--- src/rtl/led_pwm_pkg.sv ---
// Register map, bit positions and byte-merge helper shared by the led_pwm files.
package led_pwm_pkg;

   localparam int REG_CTRL      = 0;
   localparam int REG_OUT       = 1;
   localparam int REG_MODE      = 2;
   localparam int REG_PRESCALE  = 3;
   localparam int REG_STATUS    = 4;
   localparam int REG_DUTY_BASE = 8;

   localparam int CTRL_EN_BIT     = 0;
   localparam int CTRL_IRQ_EN_BIT = 1;
   localparam int STATUS_WRAP_BIT = 0;

   // Replace only the bytes whose enable is set; callers truncate to register width.
   function automatic logic [31:0] byte_merge(input logic [31:0] old_val,
                                              input logic [31:0] new_val,
                                              input logic [3:0]  be);
      logic [31:0] res;
      res = old_val;
      for (int k = 0; k < 4; k++) begin
         if (be[k]) res[8*k +: 8] = new_val[8*k +: 8];
      end
      return res;
   endfunction

endpackage

--- src/rtl/led_pwm_channel.sv ---
// One LED channel: pending/active duty pair and the registered PWM/direct output.
module led_pwm_channel
   import led_pwm_pkg::*;
#(
   parameter int PWM_W = 8
) (
   input  logic             clk,
   input  logic             rst_n,
   input  logic             wr,
   input  logic [PWM_W-1:0] wdat,
   input  logic             en,
   input  logic             wrap,
   input  logic             mode,
   input  logic             level,
   input  logic [PWM_W-1:0] cnt,
   output logic [PWM_W-1:0] pend,
   output logic             led
);

   logic [PWM_W-1:0] active;

   always_ff @(posedge clk or negedge rst_n) begin
      if (!rst_n) begin
         pend   <= '0;
         active <= '0;
         led    <= 1'b0;
      end else begin
         if (wr) pend <= wdat;
         // NOTE: non-blocking, so on an edge where both update, active takes pend's pre-write value.
         if (wrap || !en) active <= pend;
         led <= mode ? (en & (active > cnt)) : level;
      end
   end

endmodule

--- src/rtl/led_pwm.sv ---
// Multi-channel LED driver with shared prescaler/period counter and per-channel PWM duty.
// Optional LED_PWM_IRQ_EN adds CTRL.IRQ_EN and the o_irq output.
module led_pwm
   import led_pwm_pkg::*;
#(
   parameter int NUM_CH = 8,
   parameter int PWM_W  = 8,
   parameter int PRE_W  = 16,
   parameter int ADDR_W = 4
) (
   input  logic              i_clk,
   input  logic              i_rst_n,
   input  logic              i_stb,
   input  logic [ADDR_W-1:0] i_addr,
   input  logic [3:0]        i_we,
   input  logic [31:0]       i_dat_w,
   output logic [31:0]       o_dat_r,
   output logic              o_ack,
   output logic [NUM_CH-1:0] o_led
`ifdef LED_PWM_IRQ_EN
   ,
   output logic              o_irq
`endif
);

`ifdef LED_PWM_IRQ_EN
   localparam int CTRL_W = 2;
`else
   localparam int CTRL_W = 1;
`endif

   logic                         access;
   logic                         wr_access;
   logic [CTRL_W-1:0]            ctrl_q;
   logic [NUM_CH-1:0]            out_q;
   logic [NUM_CH-1:0]            mode_q;
   logic [PRE_W-1:0]             prescale_q;
   logic [PRE_W-1:0]             pre_cnt;
   logic [PWM_W-1:0]             pwm_cnt;
   logic                         wrap_q;
   logic                         en;
   logic                         tick;
   logic                         wrap;
   logic                         wrap_clr;
   logic [NUM_CH-1:0][PWM_W-1:0] duty_pend;
   logic [NUM_CH-1:0]            duty_wr;
   logic [31:0]                  rd_val;

   function automatic logic hit(input logic [ADDR_W-1:0] a, input int idx);
      return a == ADDR_W'(idx);
   endfunction

   // A strobe is serviced on the edge that raises ack; the held strobe is ignored while ack is high.
   assign access    = i_stb & ~o_ack;
   assign wr_access = access & (|i_we);
   assign en        = ctrl_q[CTRL_EN_BIT];

   assign tick     = en && (pre_cnt >= prescale_q);
   assign wrap     = tick && (pwm_cnt == '1);
   assign wrap_clr = wr_access && hit(i_addr, REG_STATUS) && i_we[0] && i_dat_w[STATUS_WRAP_BIT];

   always_comb begin
      // NOTE: default first so every path assigns rd_val and no latch is inferred.
      rd_val = '0;
      if (hit(i_addr, REG_CTRL))          rd_val[CTRL_W-1:0]      = ctrl_q;
      else if (hit(i_addr, REG_OUT))      rd_val[NUM_CH-1:0]      = out_q;
      else if (hit(i_addr, REG_MODE))     rd_val[NUM_CH-1:0]      = mode_q;
      else if (hit(i_addr, REG_PRESCALE)) rd_val[PRE_W-1:0]       = prescale_q;
      else if (hit(i_addr, REG_STATUS))   rd_val[STATUS_WRAP_BIT] = wrap_q;
      for (int n = 0; n < NUM_CH; n++) begin
         if (hit(i_addr, REG_DUTY_BASE + n)) rd_val[PWM_W-1:0] = duty_pend[n];
      end
   end

   always_ff @(posedge i_clk or negedge i_rst_n) begin
      if (!i_rst_n) begin
         o_ack      <= 1'b0;
         o_dat_r    <= '0;
         ctrl_q     <= '0;
         out_q      <= '0;
         mode_q     <= '0;
         prescale_q <= '0;
      end else begin
         o_ack   <= access;
         o_dat_r <= access ? rd_val : '0;
         if (wr_access) begin
            if (hit(i_addr, REG_CTRL))
               ctrl_q <= CTRL_W'(byte_merge(32'(ctrl_q), i_dat_w, i_we));
            if (hit(i_addr, REG_OUT))
               out_q <= NUM_CH'(byte_merge(32'(out_q), i_dat_w, i_we));
            if (hit(i_addr, REG_MODE))
               mode_q <= NUM_CH'(byte_merge(32'(mode_q), i_dat_w, i_we));
            if (hit(i_addr, REG_PRESCALE))
               prescale_q <= PRE_W'(byte_merge(32'(prescale_q), i_dat_w, i_we));
         end
      end
   end

   always_ff @(posedge i_clk or negedge i_rst_n) begin
      if (!i_rst_n) begin
         pre_cnt <= '0;
         pwm_cnt <= '0;
      end else if (!en) begin
         pre_cnt <= '0;
         pwm_cnt <= '0;
      end else if (tick) begin
         pre_cnt <= '0;
         pwm_cnt <= pwm_cnt + PWM_W'(1);
      end else begin
         pre_cnt <= pre_cnt + PRE_W'(1);
      end
   end

   // Sticky wrap flag; a wrap on the same edge as a clear keeps it set.
   always_ff @(posedge i_clk or negedge i_rst_n) begin
      if (!i_rst_n)      wrap_q <= 1'b0;
      else if (wrap)     wrap_q <= 1'b1;
      else if (wrap_clr) wrap_q <= 1'b0;
   end

`ifdef LED_PWM_IRQ_EN
   always_ff @(posedge i_clk or negedge i_rst_n) begin
      if (!i_rst_n) o_irq <= 1'b0;
      else          o_irq <= wrap_q & ctrl_q[CTRL_IRQ_EN_BIT];
   end
`endif

   for (genvar n = 0; n < NUM_CH; n++) begin : g_ch
      assign duty_wr[n] = wr_access && hit(i_addr, REG_DUTY_BASE + n);

      led_pwm_channel #(
         .PWM_W (PWM_W)
      ) u_ch (
         .clk   (i_clk),
         .rst_n (i_rst_n),
         .wr    (duty_wr[n]),
         .wdat  (PWM_W'(byte_merge(32'(duty_pend[n]), i_dat_w, i_we))),
         .en    (en),
         .wrap  (wrap),
         .mode  (mode_q[n]),
         .level (out_q[n]),
         .cnt   (pwm_cnt),
         .pend  (duty_pend[n]),
         .led   (o_led[n])
      );
   end

endmodule

--- config.mk ---
export PLATFORM = sky130hd
export DESIGN_NAME = led_pwm
export DESIGN_NICKNAME = d
export VERILOG_FILES = /design/src/rtl/led_pwm_pkg.sv /design/src/rtl/led_pwm_channel.sv /design/src/rtl/led_pwm.sv
export SDC_FILE = /design/constraint.sdc
export NUM_CORES = 1
export LEC_CHECK = 0
export ABC_AREA = 1
export ABC_CLOCK_PERIOD_IN_PS = 4000
export CORE_ASPECT_RATIO = 0.7
export CORE_MARGIN = 2
export CORE_UTILIZATION = 60
export DETAILED_ROUTE_END_ITERATION = 7
export PLACE_DENSITY = 0.93
export SYNTH_ARGS = -nofsm -noshare
export SYNTH_HDL_FRONTEND = slang
export SYNTH_SLANG_ARGS = --single-unit
--- constraint.sdc ---
create_clock -name i_clk -period 4 [get_ports i_clk]
set_input_delay 0.8 -clock i_clk [delete_from_list [all_inputs] [get_ports i_clk]]
set_output_delay 0.8 -clock i_clk [all_outputs]
set_load 0.05 [all_outputs]
==> results of run 1 <==
-- cell families after synthesis --
| logic type | count (synthesis) |
|---|---|
| and+or+nand+nor | 552 |
| DFF | 211 |
| adders and majority gates | 82 |
| buffers and inverters | 180 |
| other | 1 |
| xor gates and xnor gates | 8 |
| AOI/OAI and AO/OA | 233 |
-- final timing paths --
check	endpoint	slack (ns)	depth (start not counted)
max	g_ch[7].u_ch.active[1]	0.88	11
min	g_ch[2].u_ch.active[1]	0.37	1
max reg2reg	g_ch[7].u_ch.active[1]	0.88	11
min reg2reg	o_ack	0.46	1
max in group asynchronous	pwm_cnt[4]	2.71	2
min in group i_clk	o_ack	0.46	1
-- placed cells by master, fill, tap and decap left out, drive strengths merged --
master         synthesis  routed
nor2                  61      61
nor4                   2       2
or2                    2       2
ha                    82      82
o21ai                131     131
nor3b                  1       1
bufinv                 0       2
conb                   1      16
a31oi                  1       1
o22ai                  8       8
xnor2                  4       4
nor3                  17      17
nand2                346     346
xor2                   4       4
buf                   59      10
dfrtp                211     211
clkinvlp               0       2
nand4                 30      30
nand3b                 1       1
o31ai                  1       1
a21oi                 92      92
nand3                 92      92
clkdlybuf4s50          0      48
clkinv                 1       2
clkbuf                14      31
inv                  106     108
-- state kept, by name, indices dropped and copies added (netlist names) --
signal	flops
o_dat_r	16
g_ch.u_ch.active	64
g_ch.u_ch.led	8
o_ack	1
wrap_q	1
mode_q	8
pre_cnt	16
out_q	8
ctrl_q	1
prescale_q	16
g_ch.u_ch.pend	64
pwm_cnt	8
-- stage by stage --
| step | utilization | std cells | hold slack [ns] |
|---|---|---|---|
| global placement | 0.637 | 1504 | 0.452 |
| CTS | 0.676 | 1541 | 0.403 |
| finish | 0.676 | 1541 | 0.369 |
| global route | 0.676 | 1541 | 0.436 |
| floorplan | - | 1282 | 0.453 |
| detailed placement | 0.637 | 1504 | 0.447 |
-- power by group through the flow --
stage / Sequential, uW / Combinational (uW) / Clock (uW)
4_1_cts: 2770 / 1440 / 2030
3_3_place_gp: 2780 / 1320 / 0
3_5_place_dp: 2790 / 1410 / 0
5_1_grt: 2810 / 1640 / 2130
6_report: 2780 / 1460 / 2030
2_1_floorplan: 2710 / 1070 / 0
-- layer usage --
layer / share of wire / track usage
met4: 0.049 / 0.143
met1: 0.39 / 0.429
met3: 0.12 / 0.0807
met2: 0.44 / 0.490
met5: 0 / 0.0101
-- area by class of cell --
cell class	instances	area (sq um)	area share
clock inverters	7	97.6	0.00806
clock buffers	30	599	0.0495
repair buffers	59	582	0.0481
multi-input cells	891	4850	0.400
flip-flops and latches	211	5280	0.436
inverters	107	402	0.0332
well taps	236	295	0.0244
==> results.md, run 1 <==
- Status: finished clean
- Largest stage delay, worst path: 0.49 ns
- Num CTS Buffers: 21
- Post-Place Cell Area: between 10000 and 15000 sq um
- Worst Hold Class: in2async
- Fraction of registers with async set/reset: 1.00
- Antenna Nets Post-Route: 0
- Final WL: between 20000 and 30000 um
- Mux cell area share after synthesis: 0
- RD Place Congestion: 0.977
- Post-synth EDFFs: 0
- Starting Density: 0.609
- Worst EP required: ~4.5 ns
- Top-area cell type share of the netlist area: 0.484
- Final hold vios: 0
- Core box area: between 15000 and 20000 sq um
- Die ar.: between 15000 and 20000 sq um
- CTS HTree Levels: 1
- Worst Setup SP: pre_cnt[13]
- Largest fanout on the critical path: 35
- WL/cell: 19.0 um
- DR vias/cell: a little over 6
- Via count: roughly 9400
- RSZ-0062 raised after global routing: false
- Minimum clock period after layout: 3.12 ns
- Synth area leaders: dfrtp_1 (48%), nand2_1 (11%), ha_1 (9.4%)
- Part of the cycle the worst path needs: 0.781
- Root buf cell: clkbuf_16
- Die H: ~120 um
- Total Nets Final: about 1400
- Comb power frac: 0.233
- Syn Inst Count: 1267
- Internal: approximately 4200 uW
- Skew-Pair Late Insertion Delay: ~0.51 ns
- Synth Area in Compound Gates: 0.108
- Io pins: 84
- IO buf count: 49
- Yosys warning count: 0
- Cell mode on critical path: nand2_1
- DRC viols: 0
- Yosys top cell by area: dfrtp_1
- Iter 0 DRT Violations: between 1000 and 1500
- Worst VDD drop: 0.388 mV
- Seq cells post-synth: 211
- DP Worst Slack: 1.01 ns
- Critical path's slowest cell: buf_4
- Setup CP Type: reg2reg
- Switching Fraction: 0.331
- Final setup fails: 0
- Initial antenna violation count: 0
- 1st-pass router iterations: 6
- Fin Clk Skew: approximately 0.025 ns
- Setup TNS: 0 ns
- Post-Synth Adder-Cell Area: 0.0941
- Post-Syn Area per Cell: 8.61 sq um
- Worst-path cell chain: ha_1 -> nand4_1 -> nor3_1 -> nand2_1 -> nand3_1 -> buf_4 -> nand3_2 -> nand2_2 -> buf_4 -> nand2_1 -> nand2_1
- Most used DFF post-synth: dfrtp_1
- Worst Path Buf+Inv: 2
- Postcts setup bufs: 0
- Synth Area in Simple Gates: 0.230
- Maxcap violations: 0
- Seq pwr share: 0.444
- CTS Sinks: roughly 210
- Post_cts resized: 0
- HPWL after DPL: 19300 um
- Total GRT Usage: 0.318
- Top-count cell post-synth: nand2_1
- Number of global-route vias before repair: 9198
- CTS tree: done
- Library cells used by synthesis: 36
- Die width: between 150 and 200 um
- Final setup margin: between 0.8 and 0.9 ns
- Layout area overhead: 11.0%
- Clk pwr share: 0.324
- Largest family of logic cells by synthesized area: simple AND/OR/NAND/NOR gates
- Delay-heaviest family, CP: simple AND/OR/NAND/NOR gates
- Startpoint Class: flip-flop
- Seq/Total Area, Yosys: 0.484
- Remaining global-route overflow: 0
- Relative slew margins: 0.483
- First-pass GRT wire length: 47100 um
- Worst-Margin Slew: slightly below 0.8 ns
- Max Clk Rate: 0.320 GHz
- Pwr per Cell Area: between 500 and 600 nW/um^2
- Share of cells above drive strength 1: 0.0713
- Final Power: around 6300 uW
- Element type at the critical path end: flip-flop
- Net load switching power: about 2100 uW
- Pin count of the biggest net entering global routing: 92
- Slew Viols, Final: 0
- Design area: 12100 sq um
- Most frequent cells after synthesis: nand2_1 (331), dfrtp_1 (211), o21ai_0 (104)
- Diodes inserted: 0
- Xor/xnor share of the synthesized area: 0.00643
- Synthesized area: between 10000 and 15000 sq um
- # fillers: between 1000 and 1500
- # rows: about 40
- Worst EP arrival: roughly 3.6 ns
- Max Root-Sink Buffers: 3
- Clock Pin Slew Worst Setup and Hold Paths: about 0.06 ns
- Worst r2r src: pre_cnt[13]
- Hold-fix buffer count after cts: 0
- Leakage: between 0.005 and 0.006 uW
Note: power is estimated with default switching activity, not from simulation.
==> run 2, diff against run 1 <==
--- a/config.mk
+++ b/config.mk
@@ -6,12 +6,12 @@
 export NUM_CORES = 1
 export LEC_CHECK = 0
 export ABC_AREA = 1
-export ABC_CLOCK_PERIOD_IN_PS = 4000
+export ABC_CLOCK_PERIOD_IN_PS = 3250
 export CORE_ASPECT_RATIO = 0.7
 export CORE_MARGIN = 2
-export CORE_UTILIZATION = 60
+export CORE_UTILIZATION = 59
 export DETAILED_ROUTE_END_ITERATION = 7
-export PLACE_DENSITY = 0.93
+export PLACE_DENSITY = 0.91
 export SYNTH_ARGS = -nofsm -noshare
 export SYNTH_HDL_FRONTEND = slang
 export SYNTH_SLANG_ARGS = --single-unit
==> constraint.sdc (replaced) <==
create_clock -name i_clk -period 3.25 [get_ports i_clk]
set_input_delay 0.65 -clock i_clk [delete_from_list [all_inputs] [get_ports i_clk]]
set_output_delay 0.65 -clock i_clk [all_outputs]
set_load 0.05 [all_outputs]
==> results.md, run 2 (same netlist as run 1, synthesis figures left out) <==
- Fin Clk Skew: 0.0106 ns (-0.0142 ns)
- Largest fanout on the critical path: 64 (+83%)
- Final core occ: 0.676 (about the same)
- Relative slew margins: 0.442 (-0.0410)
- Iter 0 DRT Violations: 973 (-27%)
- Skew-Pair Late Insertion Delay: 0.51 ns (about the same)
- Worst EP arrival: 3.04 ns (-0.53 ns)
- FF/Latch Area: 5280 sq um (unchanged)
- R2R Setup Slk: 0.65 ns (-0.23 ns)
- Pwr per Cell Area: 643 nW/um^2 (+24%)
- Core box area: 18100 sq um (+0.86%)
- CTS tree: done
- Remaining global-route overflow: 0 (unchanged)
- Met1 wire length: 12200 um (+6.2%)
- Setup TNS: 0 ns (unchanged)
- First-pass GRT wire length: 47600 um (+1.1%)
- DR vias/cell: 5.94 (-2.3%)
- Hold-fix buffer count after cts: 0 (unchanged)
- Inst Count DP: 1512 (+0.53%)
- Part of the cycle the worst path needs: 0.801 (+0.0204)
- CTS HTree Levels: 1 (unchanged)
- Diodes inserted: 0 (unchanged)
- Die H: 118 um (+0.81%)
- Leakage: 0.00605 uW (+1.1%)
- DRC viols: 0 (unchanged)
- Worst EP required: 3.69 ns (-0.76 ns)
- Die width: 166 um (+0.82%)
- # fillers: 1345 (+0.60%)
- Max Clk Rate: 0.384 GHz (+20%)
- Num CTS Buffers: 21 (unchanged)
- Startpoint Class: flip-flop
- Antenna Nets Post-Route: 0 (unchanged)
- Worst-path cell chain: ha_1 -> a21oi_1 -> o21ai_0 -> a21oi_1 -> nand3_1 -> nand3_2 -> buf_4 -> nand3_1 -> nand2_1
- Postcts setup bufs: 0 (unchanged)
- Fin cells: 1549 (+0.52%)
- Total Nets Final: 1424 (+0.56%)
- 1st-pass router iterations: 6 (unchanged)
- Final setup fails: 0 (unchanged)
- HPWL after DPL: 19800 um (+2.7%)
- Root buf cell: clkbuf_16
- Pin count of the biggest net entering global routing: 98 (+6.5%)
- Element type at the critical path end: flip-flop
- Post_cts resized: 0 (unchanged)
- Multi-input logic area: 4850 sq um (unchanged)
- Final hold vios: 0 (unchanged)
- Starting Density: 0.604 (-0.00519)
- RD Place Congestion: 0.997 (+2.0%)
- Clock Pin Slew Worst Setup and Hold Paths: 0.07 ns (about the same)
- Met2 wire len: 13100 um (+2.5%)
- Largest stage delay, worst path: 0.58 ns (+0.09 ns)
- Via count: 9197 (-1.8%)
- Setup CP Type: reg2reg
- DR WL met3: 3180 um (-10%)
- Worst-Margin Slew: 0.837 ns (+0.0614 ns)
- Commonest non-fill, non-tap cell in the layout: nand2_1
- Critical path's slowest cell: buf_4
- Uppermost routed layer: met4
- Slew Viols, Final: 0 (unchanged)
- Maxcap violations: 0 (unchanged)
- IO buf count: 49 (unchanged)
- Final Power: 7850 uW (+25%)
- Initial antenna violation count: 0 (unchanged)
- CTS Sinks: 211 (unchanged)
- Total GRT Usage: 0.305 (-0.0123)
- Regs by FF count: g_ch.u_ch.active x64, g_ch.u_ch.pend x64
- Minimum clock period after layout: 2.60 ns (-0.519 ns)
- Die ar.: 19600 sq um (+1.6%)
- Number of global-route vias before repair: 9130 (-0.74%)
- Final WL: 29500 um (+0.64%)
- RSZ-0062 raised after global routing: false
- Worst Hold Class: in2async
- Status: finished clean
- Io pins: 84 (unchanged)
- # rows: 41 (unchanged)
- Layout area overhead: 12.0%
- Share of cells above drive strength 1: 0.0784 (+0.00718)
- Worst VDD drop: 0.535 mV (+38%)
- Max Root-Sink Buffers: 3 (unchanged)
- Most frequent cells in the layout: nand2_1 (331), dfrtp_1 (210), o21ai_0 (104)
- WL/cell: 19.0 um (+0.12%)
==> run 2: cell types whose count changed in the layout (fill, tap and decap cells not counted), sizes merged <==
cell      delta
buf          +8
bufinv       +2
clkbuf       -3
clkinv       +2
clkinvlp     -1
==> run 2: final cells by class <==
type | count | share of cell area
clock buffers | 27 | 0.0473
multi-input cells | 891 | 0.397
well taps | 236 | 0.0242
inverters | 107 | 0.0329
repair buffers | 67 | 0.0526
flip-flops and latches | 211 | 0.433
clock inverters | 10 | 0.0134
==> run 2: critical path, delay by kind of cell, from the launching register on <==
family | cells | cell delay (ns)
AND/OR/NAND/NOR | 4 | 0.65
buffers and inverters | 1 | 0.58
AO/OA/AOI/OAI | 3 | 0.52
flip-flops | 1 | 0.44
adder cells (fa/ha/maj) | 1 | 0.32
==> run 2: path summary, 6_finish.rpt <==
check,cells after the start,endpoint,start
setup / recovery,9,g_ch[4].u_ch.active[7],pre_cnt[13]
hold / removal,1,g_ch[2].u_ch.led,i_rst_n
setup reg to reg,9,g_ch[4].u_ch.active[7],pre_cnt[13]
hold reg to reg,1,o_ack,o_ack
max in group asynchronous,2,o_dat_r[13],i_rst_n
min in group i_clk,1,o_ack,o_ack
==> run 2: through the flow <==
step / area, sq um / setup WS (ns) / hold WS [ns]
detailed placement: 11500 / 0.518 / 0.445
floorplan: 11000 / 1.48 / 0.354
CTS: 12200 / 0.708 / 0.260
global placement: 11500 / 0.606 / 0.452
finish: 12200 / 0.647 / 0.186
global route: 12200 / 0.448 / 0.276
==> run 2: routing by layer <==
metal | GRT usage | vias to the layer above
li1 | - | 4226
met1 | 0.429 | 4378
met2 | 0.474 | 510
met3 | 0.0646 | 83
met4 | 0.108 | 0
met5 | 0 | -
==> run 2: power by group <==
part	internal, uW	switching, uW
Sequential	3060	349
Clock	1580	1060
Combinational	656	1150
==> run 3, diff against run 2 <==
--- a/config.mk
+++ b/config.mk
@@ -6,7 +6,7 @@
 export NUM_CORES = 1
 export LEC_CHECK = 0
 export ABC_AREA = 1
-export ABC_CLOCK_PERIOD_IN_PS = 3250
+export ABC_CLOCK_PERIOD_IN_PS = 2700
 export CORE_ASPECT_RATIO = 0.7
 export CORE_MARGIN = 2
 export CORE_UTILIZATION = 59
==> constraint.sdc (replaced) <==
create_clock -name i_clk -period 2.7 [get_ports i_clk]
set_input_delay 0.54 -clock i_clk [delete_from_list [all_inputs] [get_ports i_clk]]
set_output_delay 0.54 -clock i_clk [all_outputs]
set_load 0.05 [all_outputs]
==> results.md, run 3 (same netlist as run 1, synthesis figures left out) <==
- Maxcap violations: 0 (unchanged)
- Skew-Pair Late Insertion Delay: 0.51 ns (about the same)
- Leakage: 0.00609 uW (+0.78%)
- DP Worst Slack: 0.128 ns (-0.390 ns)
- Inst Count DP: 1519 (+0.46%)
- Worst Hold Class: in2async
- Num CTS Buffers: 21 (unchanged)
- Pin count of the biggest net entering global routing: 66 (-33%)
- HPWL after DPL: 20700 um (+4.2%)
- Max Clk Rate: 0.393 GHz (+2.3%)
- CTS HTree Levels: 1 (unchanged)
- Part of the cycle the worst path needs: 0.943 (+0.142)
- RSZ-0062 raised after global routing: false
- Share of cells above drive strength 1: 0.0863 (+0.00785)
- 1st-pass router iterations: 5 (-1)
- Die H: 118 um (unchanged)
- Startpoint Class: flip-flop
- Largest fanout on the critical path: 16 (-75%)
- Worst VDD drop: 0.532 mV (-0.64%)
- Final hold vios: 0 (unchanged)
- Setup TNS: 0 ns (unchanged)
- CTS Sinks: 211 (unchanged)
- # rows: 41 (unchanged)
- First-pass GRT wire length: 47600 um (about the same)
- Total Nets Final: 1431 (+0.49%)
- # fillers: 1362 (+1.3%)
- RD Place Congestion: 1.02 (+2.4%)
- Regs by FF count: g_ch.u_ch.active x64, g_ch.u_ch.pend x64
- Final setup margin: 0.155 ns (-0.492 ns)
- Slew Viols, Final: 0 (unchanged)
- Max Root-Sink Buffers: 3 (unchanged)
- Multi-input logic area: 4850 sq um (unchanged)
- WL/cell: 19.2 um (+1.1%)
- Worst EP required: 3.05 ns (-0.64 ns)
- Clock Pin Slew Worst Setup and Hold Paths: 0.07 ns (about the same)
- Root buf cell: clkbuf_16
- Core box area: 18100 sq um (unchanged)
- Die width: 166 um (unchanged)
- Remaining global-route overflow: 0 (unchanged)
- Initial antenna violation count: 1 (+1)
- Most frequent cells in the layout: nand2_1 (331), dfrtp_1 (210), o21ai_0 (104)
- Commonest non-fill, non-tap cell in the layout: nand2_1
- Number of global-route vias before repair: 8756 (-4.1%)
- Final WL: 30000 um (+1.6%)
- Final setup fails: 0 (unchanged)
- Minimum clock period after layout: 2.55 ns (-0.0575 ns)
- Post_cts resized: 0 (unchanged)
- Total GRT Usage: 0.306 (about the same)
- Status: finished clean
- DR vias/cell: 5.98 (+0.72%)
- Postcts setup bufs: 0 (unchanged)
- Io pins: 84 (unchanged)
- Worst-Margin Slew: 0.671 ns (-0.165 ns)
- Via count: 9311 (+1.2%)
- Antenna Nets Post-Route: 0 (unchanged)
- Element type at the critical path end: flip-flop
- CTS tree: done
- Final core occ: 0.681 (+0.00471)
- Setup CP Type: reg2reg
- Iter 0 DRT Violations: 1176 (+21%)
- Hold-fix buffer count after cts: 0 (unchanged)
- Fin Clk Skew: 0.0126 ns (+0.00200 ns)
- Fin cells: 1557 (+0.52%)
- Starting Density: 0.604 (unchanged)
- Relative slew margins: 0.552 (+0.110)
- Worst EP arrival: 2.90 ns (-0.14 ns)
- FF/Latch Area: 5280 sq um (unchanged)
- Diodes inserted: 0 (unchanged)
- Pwr per Cell Area: 767 nW/um^2 (+19%)
- Die ar.: 19600 sq um (unchanged)
- IO buf count: 49 (unchanged)
- DRC viols: 0 (unchanged)
- Layout area overhead: 12.7%
[run 3: changes by cell type in the layout (fill, tap and decap cells not counted)]
cell        change
buf_4           +4
buf_12          +3
clkinv_2        +3
bufinv_16       -1
clkbuf_8        +1
clkbuf_1        -3
clkinvlp_4      +1
[run 3: cell type report]
type | instances | share of cell area
Timing Repair Buffer | 74 | 0.0595
Multi-Input combinational cell | 891 | 0.394
Clock buffer | 25 | 0.0472
Inverter | 107 | 0.0327
Sequential cell | 211 | 0.430
Clock inverter | 13 | 0.0127
Tap cell | 236 | 0.0240
[run 3: path summary, 6_finish.rpt]
check,endpoint,start,slack (ns),depth (start not counted)
min reg2reg,o_ack,o_ack,0.47,1
min,g_ch[2].u_ch.led,i_rst_n,0.03,1
max in group asynchronous,o_dat_r[4],i_rst_n,1.92,2
min in group i_clk,o_ack,o_ack,0.47,1
max,pwm_cnt[1],pre_cnt[13],0.15,9
max reg2reg,pwm_cnt[1],pre_cnt[13],0.15,9
[run 3: critical path, cell delays in order (launching register included)]
cell	delay [ns]
dfrtp_1	0.46
ha_1	0.34
nand4_1	0.16
nor3_1	0.41
nand2_1	0.10
nand3_1	0.19
buf_4	0.22
nor2_4	0.07
inv_2	0.27
o21ai_0	0.16
[run 3: report_power, final]
| group | internal (uW) | total (uW) | switching (uW) |
|---|---|---|---|
| sequential | 3690 | 4090 | 402 |
| combinational | 803 | 2210 | 1400 |
| clock | 1840 | 3130 | 1300 |
[run 3: metal layers]
metal,vias up,GRT usage,part of all wire,wire length (um)
li1,4245,-,-,-
met1,4487,0.447,0.43,12700
met2,492,0.461,0.45,13400
met3,87,0.0599,0.097,2890
met4,0,0.102,0.032,955
met5,-,0,0,0
[run 3: through the flow]
stage | total power [uW] | hold WS, ns | instance area (sq um)
after global routing | 9900 | 0.0692 | 12300
final | 9430 | 0.0266 | 12300
after detailed placement | 6270 | 0.456 | 11600
after global placement | 6130 | 0.452 | 11600
after CTS | 9400 | 0.0473 | 12300
after floorplan | 5600 | 0.244 | 11000
